==> src/rtl/riscv_pkg.sv <==
// Shared RISC-V core constants.
//   XLEN, NREG       : datapath width and architectural register count
//   LAT_W            : width of producer-latency fields and scoreboard counters
//   LAT_*            : issue-to-forwarding-tap latency of each producer class
package riscv_pkg;

  localparam int XLEN  = 32;
  localparam int NREG  = 32;
  localparam int LAT_W = 3;

  localparam int LAT_ALU  = 1;
  localparam int LAT_LOAD = 2;
  localparam int LAT_MUL  = 3;
  localparam int LAT_DIV  = 7;
  localparam int LAT_FP   = 4;

endpackage

==> src/rtl/operand_fwd_mux.sv <==
// Priority operand-select mux for one source operand.
// Ports:
//   addr      in   source register address
//   rf_data   in   register-file read data for this operand
//   fwd_we    in   per-tap result-valid flags
//   fwd_addr  in   per-tap destination addresses, tap 0 in LSBs
//   fwd_data  in   per-tap result data, tap 0 in LSBs
//   data      out  resolved operand value
// Register 0 reads as zero; otherwise the lowest-index (youngest) matching tap
// wins over older taps and the register file.
module operand_fwd_mux #(
  parameter int XLEN = 32,
  parameter int AW   = 5,
  parameter int NFWD = 3
) (
  input  logic [AW-1:0]        addr,
  input  logic [XLEN-1:0]      rf_data,
  input  logic [NFWD-1:0]      fwd_we,
  input  logic [NFWD*AW-1:0]   fwd_addr,
  input  logic [NFWD*XLEN-1:0] fwd_data,
  output logic [XLEN-1:0]      data
);

  always_comb begin
    data = rf_data;
    // Walk from oldest to youngest so the youngest match is the last write.
    for (int j = NFWD - 1; j >= 0; j--) begin
      if (fwd_we[j] && (fwd_addr[j*AW +: AW] == addr)) begin
        data = fwd_data[j*XLEN +: XLEN];
      end
    end
    if (addr == '0) begin
      data = '0;
    end
  end

endmodule

==> src/rtl/operand_scoreboard.sv <==
// ID-stage operand read and hazard unit.
// Tracks in-flight destinations with a pending bit and latency countdown per
// register, resolves operands from forwarding taps or the register file, and
// stalls issue on RAW-not-ready and WAW-reorder hazards.
// Ports:
//   clk, rst      clock; synchronous active-high reset
//   iss_valid     ID holds a decoded instruction
//   iss_rs_used   per-operand read enable
//   iss_rs_addr   source addresses, operand 0 in LSBs
//   iss_rd_we     instruction writes a destination
//   iss_rd        destination register
//   iss_lat       cycles from issue until result appears on a tap (>=1)
//   flush         kill the instruction in ID
//   rf_rdata      register-file read data per operand
//   fwd_we/addr/data  forwarding taps, 0 = youngest, NFWD-1 = writeback
//   opd_data      resolved operands (combinational)
//   stall         hold IF/ID, bubble into EX (combinational)
//   iss_fire      instruction accepted this cycle (combinational)
module operand_scoreboard #(
  parameter int XLEN  = riscv_pkg::XLEN,
  parameter int NREG  = riscv_pkg::NREG,
  parameter int NRS   = 2,
  parameter int NFWD  = 3,
  parameter int LAT_W = riscv_pkg::LAT_W,
  parameter int AW    = $clog2(NREG)
) (
  input  logic                 clk,
  input  logic                 rst,
  input  logic                 iss_valid,
  input  logic [NRS-1:0]       iss_rs_used,
  input  logic [NRS*AW-1:0]    iss_rs_addr,
  input  logic                 iss_rd_we,
  input  logic [AW-1:0]        iss_rd,
  input  logic [LAT_W-1:0]     iss_lat,
  input  logic                 flush,
  input  logic [NRS*XLEN-1:0]  rf_rdata,
  input  logic [NFWD-1:0]      fwd_we,
  input  logic [NFWD*AW-1:0]   fwd_addr,
  input  logic [NFWD*XLEN-1:0] fwd_data,
  output logic [NRS*XLEN-1:0]  opd_data,
  output logic                 stall,
  output logic                 iss_fire
);

  import riscv_pkg::*;

  logic [NREG-1:0]  pending;
  logic [LAT_W-1:0] cnt [NREG];

  logic [NRS-1:0]   raw;
  logic [NRS-1:0]   orphan;
  logic             waw;
  logic [LAT_W-1:0] lat_m1;
  logic [AW-1:0]    wb_addr;
  logic             wb_retire;

  assign lat_m1    = iss_lat - LAT_W'(1);
  assign wb_addr   = fwd_addr[(NFWD-1)*AW +: AW];
  assign wb_retire = fwd_we[NFWD-1] && (wb_addr != '0);

  // orphan flags a ready-but-not-retired operand with no tap carrying it,
  // which would silently read a stale register-file value.
  always_comb begin
    raw    = '0;
    orphan = '0;
    for (int i = 0; i < NRS; i++) begin
      if (iss_rs_used[i] && (iss_rs_addr[i*AW +: AW] != '0) &&
          pending[iss_rs_addr[i*AW +: AW]]) begin
        if (cnt[iss_rs_addr[i*AW +: AW]] != '0) begin
          raw[i] = 1'b1;
        end else begin
          orphan[i] = 1'b1;
          for (int j = 0; j < NFWD; j++) begin
            if (fwd_we[j] && (fwd_addr[j*AW +: AW] == iss_rs_addr[i*AW +: AW])) begin
              orphan[i] = 1'b0;
            end
          end
        end
      end
    end
  end

  // A younger write may land no earlier than the older one in flight.
  assign waw = iss_rd_we && pending[iss_rd] && (cnt[iss_rd] > lat_m1);

  assign stall    = !rst && iss_valid && ((|raw) || waw);
  assign iss_fire = !rst && iss_valid && !stall && !flush;

  always_ff @(posedge clk) begin
    if (rst) begin
      pending <= '0;
      for (int r = 0; r < NREG; r++) begin
        cnt[r] <= '0;
      end
    end else begin
      // Entry 0 is never written, so x0 can never look pending.
      for (int r = 1; r < NREG; r++) begin
        if (iss_fire && iss_rd_we && (iss_rd == AW'(r))) begin
          pending[r] <= 1'b1;
          cnt[r]     <= lat_m1;
        end else begin
          if (cnt[r] != '0) begin
            cnt[r] <= cnt[r] - LAT_W'(1);
          end
          if (wb_retire && (wb_addr == AW'(r))) begin
            pending[r] <= 1'b0;
          end
        end
      end
    end
  end

  always_ff @(posedge clk) begin
    if (!rst && iss_valid) begin
      assert (orphan == '0);
    end
  end

  for (genvar i = 0; i < NRS; i++) begin : g_opd
    operand_fwd_mux #(
      .XLEN (XLEN),
      .AW   (AW),
      .NFWD (NFWD)
    ) u_mux (
      .addr     (iss_rs_addr[i*AW +: AW]),
      .rf_data  (rf_rdata[i*XLEN +: XLEN]),
      .fwd_we   (fwd_we),
      .fwd_addr (fwd_addr),
      .fwd_data (fwd_data),
      .data     (opd_data[i*XLEN +: XLEN])
    );
  end

endmodule

==> config.mk <==
export PLATFORM = sky130hd
export DESIGN_NAME = operand_scoreboard
export DESIGN_NICKNAME = d
export VERILOG_FILES = /design/src/rtl/riscv_pkg.sv /design/src/rtl/operand_fwd_mux.sv /design/src/rtl/operand_scoreboard.sv
export SDC_FILE = /design/constraint.sdc
export NUM_CORES = 1
export LEC_CHECK = 0
export BUFFER_PORTS_ARGS = -buffer_cell sky130_fd_sc_hd__buf_2
export CORE_MARGIN = 10
export CORE_UTILIZATION = 30
export DETAILED_ROUTE_END_ITERATION = 16
export HOLD_SLACK_MARGIN = 0.12
export REMOVE_ABC_BUFFERS = 1
export SETUP_SLACK_MARGIN = 0.1
export SYNTH_ARGS = -nofsm -noshare
export SYNTH_HDL_FRONTEND = slang
export SYNTH_HIERARCHICAL = 1
export SYNTH_SLANG_ARGS = --single-unit
==> constraint.sdc <==
create_clock -name clk -period 11.6 [get_ports clk]
set_input_delay 0.58 -clock clk [delete_from_list [all_inputs] [get_ports clk]]
set_output_delay 0.58 -clock clk [all_outputs]
set_load 0.05 [all_outputs]
==> metrics.cfg <==
[run_status]
status = finished clean

[cts]
cts_tree = done
cts_resized = 0
cts_made_buffers = 17
clk_pin_slew_worst_paths_ps = 60
cts_buffer_depth = 2
cts-root-buf = clkbuf_16
clock_sinks = 124
cts_setup_buffers = 0
clock_latency_ps = 440
h-tree-depth = 4
postCtsHoldBufs = 0

[global_routing]
grt_max_degree = 89
grt_use_total = 0.206
grt-ovfl-total = 0
grt_pass1_vias = 12500
grt_pass1_wl_um = 80500
antenna_found_initial = 18

[timing]
finalHoldViolCount = 0
setup_ws_ps = 6510
fin_crit_ps = 5090
fin_skew_ps = 8.52
worstMarginPinSlew_ps = 1350
period_share = 0.439
setup_viol = 0
tns_ps = 0
slew_headroom = 0.100
drv_slew = 0
rsz0062_at_grt = no
fmax_ghz = 0.196

[worst_setup_path]
worstSetupStartpoint = iss_rd[0]
cpPeakStageDelay_ps = 590
cp.buffers_inverters = 3
worst-path-stages = 14
crit_chain = buf_2 > buf_4 > mux4_2 > mux4_2 > mux2_2 > ha_1 > nor2b_1 > o21a_1 > o211ai_1 > o221ai_2 > nor2_4 > buf_4 > nand3_2 > mux2_2
reg2reg_slack_ps = 6840
cp_data_arrival_time_ps = 5280
crit_path_max_fanout = 39
r2r_end = cnt[14][0]$_SDFFCE_PN0P_
endpoint = cnt[14][0]$_SDFFCE_PN0P_
cp_slowest_cell = mux4_2
critical_path_class = input pin to flop
r2r_start = cnt[31][1]$_SDFFCE_PP0P_
critPathTopFamily = multiplexers
setup.worst_path.start_class = input pin
cp-end-kind = flop
worst_ep_required_time_ps = 11790
worst_r2r_path_depth = 12

[synthesis]
syn_area_per_cell_um2 = 9.15
ys_seq_area_frac = 0.270
synth_edf_count = 93
syn_inst = 1383
synth_flop_cell = edfxtp_1
synthArstFlopShare = 0
yosys.cell_types.count = 76
yosysWarnings = 6
ys_ff_latch = 124
syn_area_um2 = 12700

[placed_design]
gp_congestion = 0.985
dp_cells = 2093
place_hpwl_um = 41000
port_buffers = 268
place_ws_ps = 6040
place_area_um2 = 14200

[floorplanning]
core_um2 = 41900
num_rows = 75
ios = 269
die-area_um2 = 50800
die_h_um = 225
die_width_um = 225
start_util = 0.302

[drt]
num_vias = 12800
wl_met1_um = 21600
wl_met3_um = 5080
drtIter0Drc = 1628
highest_layer = met5
avgViaCountPerCell = 6.01
wl_per_cell_um = 25.5
dr.pass1.iters = 6
met2_length_um = 24900
drtAntennaViolNets = 0
drc = 0
drt_wl_total_um = 54500

[flow_run]
drv_cap = 0

[pwr]
power_density_nw_per_um2 = 180
irDropWorstVdd_mv = 0.116
p_leak_uw = 0.00588

[final_layout]
final_area_um2 = 14900
syn2layout_area_growth_pct = 17.5
nFillCells = 4309
final_core_util = 0.356
layout.nets = 1842
drive_gt1_frac = 0.298
finalNonFillerCells = 2138

[hold_path]
min_path_type = flop to flop

==> power by group <==
| part | total (uW) | switching (uW) | internal (uW) |
|---|---|---|---|
| clock | 562 | 207 | 354 |
| sequential | 904 | 198 | 707 |
| combinational | 1210 | 650 | 557 |
| total | 2670 | 1050 | 1620 |
==> layer usage <==
| metal | up-vias | GRT usage |
|---|---|---|
| met5 | - | 0.00704 |
| met4 | 10 | 0.116 |
| met3 | 131 | 0.0483 |
| met1 | 6245 | 0.249 |
| met2 | 758 | 0.331 |
| li1 | 5703 | - |
==> cell usage after synthesis (10+ instances only) <==
| library cell | instances | share of area |
|---|---|---|
| xnor2_1 | 11 | 0.0076 |
| o21ai_0 | 110 | 0.043 |
| dfxtp_1 | 31 | 0.049 |
| mux2i_1 | 41 | 0.032 |
| o221ai_1 | 65 | 0.045 |
| nor2b_1 | 18 | 0.0089 |
| a21oi_1 | 37 | 0.015 |
| edfxtp_1 | 93 | 0.22 |
| nor3_1 | 36 | 0.014 |
| clkbuf_1 | 71 | 0.021 |
| mux2_4 | 22 | 0.026 |
| xor2_1 | 20 | 0.014 |
| inv_1 | 101 | 0.030 |
| nor2_1 | 58 | 0.017 |
| nand2_1 | 88 | 0.026 |
| or3_1 | 99 | 0.049 |
| nand3_1 | 26 | 0.010 |
| nand3_2 | 11 | 0.0087 |
| nand3b_1 | 30 | 0.018 |
| mux4_2 | 37 | 0.066 |
| a31oi_1 | 74 | 0.037 |
| nor4_1 | 16 | 0.0079 |
| o311ai_0 | 10 | 0.0069 |
| nand2b_1 | 14 | 0.0069 |
| ha_1 | 66 | 0.065 |
| mux2_2 | 43 | 0.038 |
| buf_2 | 22 | 0.0087 |
==> how the worst min path moves through the flow <==
| stage | start | endpoint | slack, ps | cells past startpoint |
|---|---|---|---|---|
| final | pending[29]$_SDFFE_PP0P_ | pending[29]$_SDFFE_PP0P_ | 520 | 2 |
| after detailed placement | pending[3]$_SDFFE_PP0P_ | pending[3]$_SDFFE_PP0P_ | 510 | 2 |
| after global routing | pending[15]$_SDFFE_PP0P_ | pending[15]$_SDFFE_PP0P_ | 530 | 2 |
| after CTS | pending[15]$_SDFFE_PP0P_ | pending[15]$_SDFFE_PP0P_ | 520 | 2 |
| after floorplan | pending[3]$_SDFFE_PP0P_ | pending[3]$_SDFFE_PP0P_ | 460 | 2 |
| after global placement | pending[11]$_SDFFE_PP0P_ | pending[11]$_SDFFE_PP0P_ | 500 | 2 |
==> registers in the layout (all words and copies together), names as in the netlist <==
name	flops
pending	31
cnt	93
==> kinds of logic (layout without fill, tap and decap cells) <==
logic type	Yosys count	in the layout	synth area share
simple gates	443	443	0.201
compound gates	351	351	0.191
buf+inv	220	423	0.0828
mux	148	148	0.168
flops	124	124	0.270
fa+ha+maj	66	66	0.0652
xor+xnor	31	31	0.0214
other cells	0	13	0
==> placed cells by master (no fill, tap or decap), types with 5 or more instances in the layout <==
cell type / instances
buf_2: 267
o21ai_0: 110
inv_1: 101
or3_1: 99
edfxtp_1: 93
nand2_1: 88
a31oi_1: 74
ha_1: 66
o221ai_1: 65
nor2_1: 58
mux2_2: 43
mux2i_1: 41
mux4_2: 37
a21oi_1: 37
nor3_1: 36
dfxtp_1: 31
nand3b_1: 30
nand3_1: 24
buf_4: 23
mux2_4: 22
nor2b_1: 18
clkbuf_16: 17
xor2_1: 16
nor4_1: 15
nand2b_1: 14
diode_2: 13
nand3_2: 13
o311ai_0: 10
xnor2_1: 10
a31oi_4: 8
nand4_1: 7
o31ai_1: 6
o211ai_1: 6
a2111oi_0: 6
and3_1: 6
nor4_2: 6
nor4b_1: 5
==> tightest hold or removal path: stages, from the launching register on <==
cell     delay [ps]
dfxtp_1         330
o21ai_0          80
a21oi_1          60
==> through the flow <==
stage	total power [uW]	hold WS, ps
after floorplan	1700	463
after global placement	2050	503
after detailed placement	2100	505
after CTS	2670	517
after global routing	2840	530
final	2670	516
==> area by class of cell <==
type,instances,area (um2),share of cell area
Multi-Input combinational cell,1039,8260,0.555
Sequential cell,124,3410,0.229
Timing Repair Buffer,290,1510,0.101
Tap cell,539,674,0.0453
Clock buffer,22,474,0.0319
Inverter,101,379,0.0255
Clock inverter,10,140,0.00942
Antenna cell,13,32.5,0.00219
Note: power is estimated with default switching activity, not from simulation.
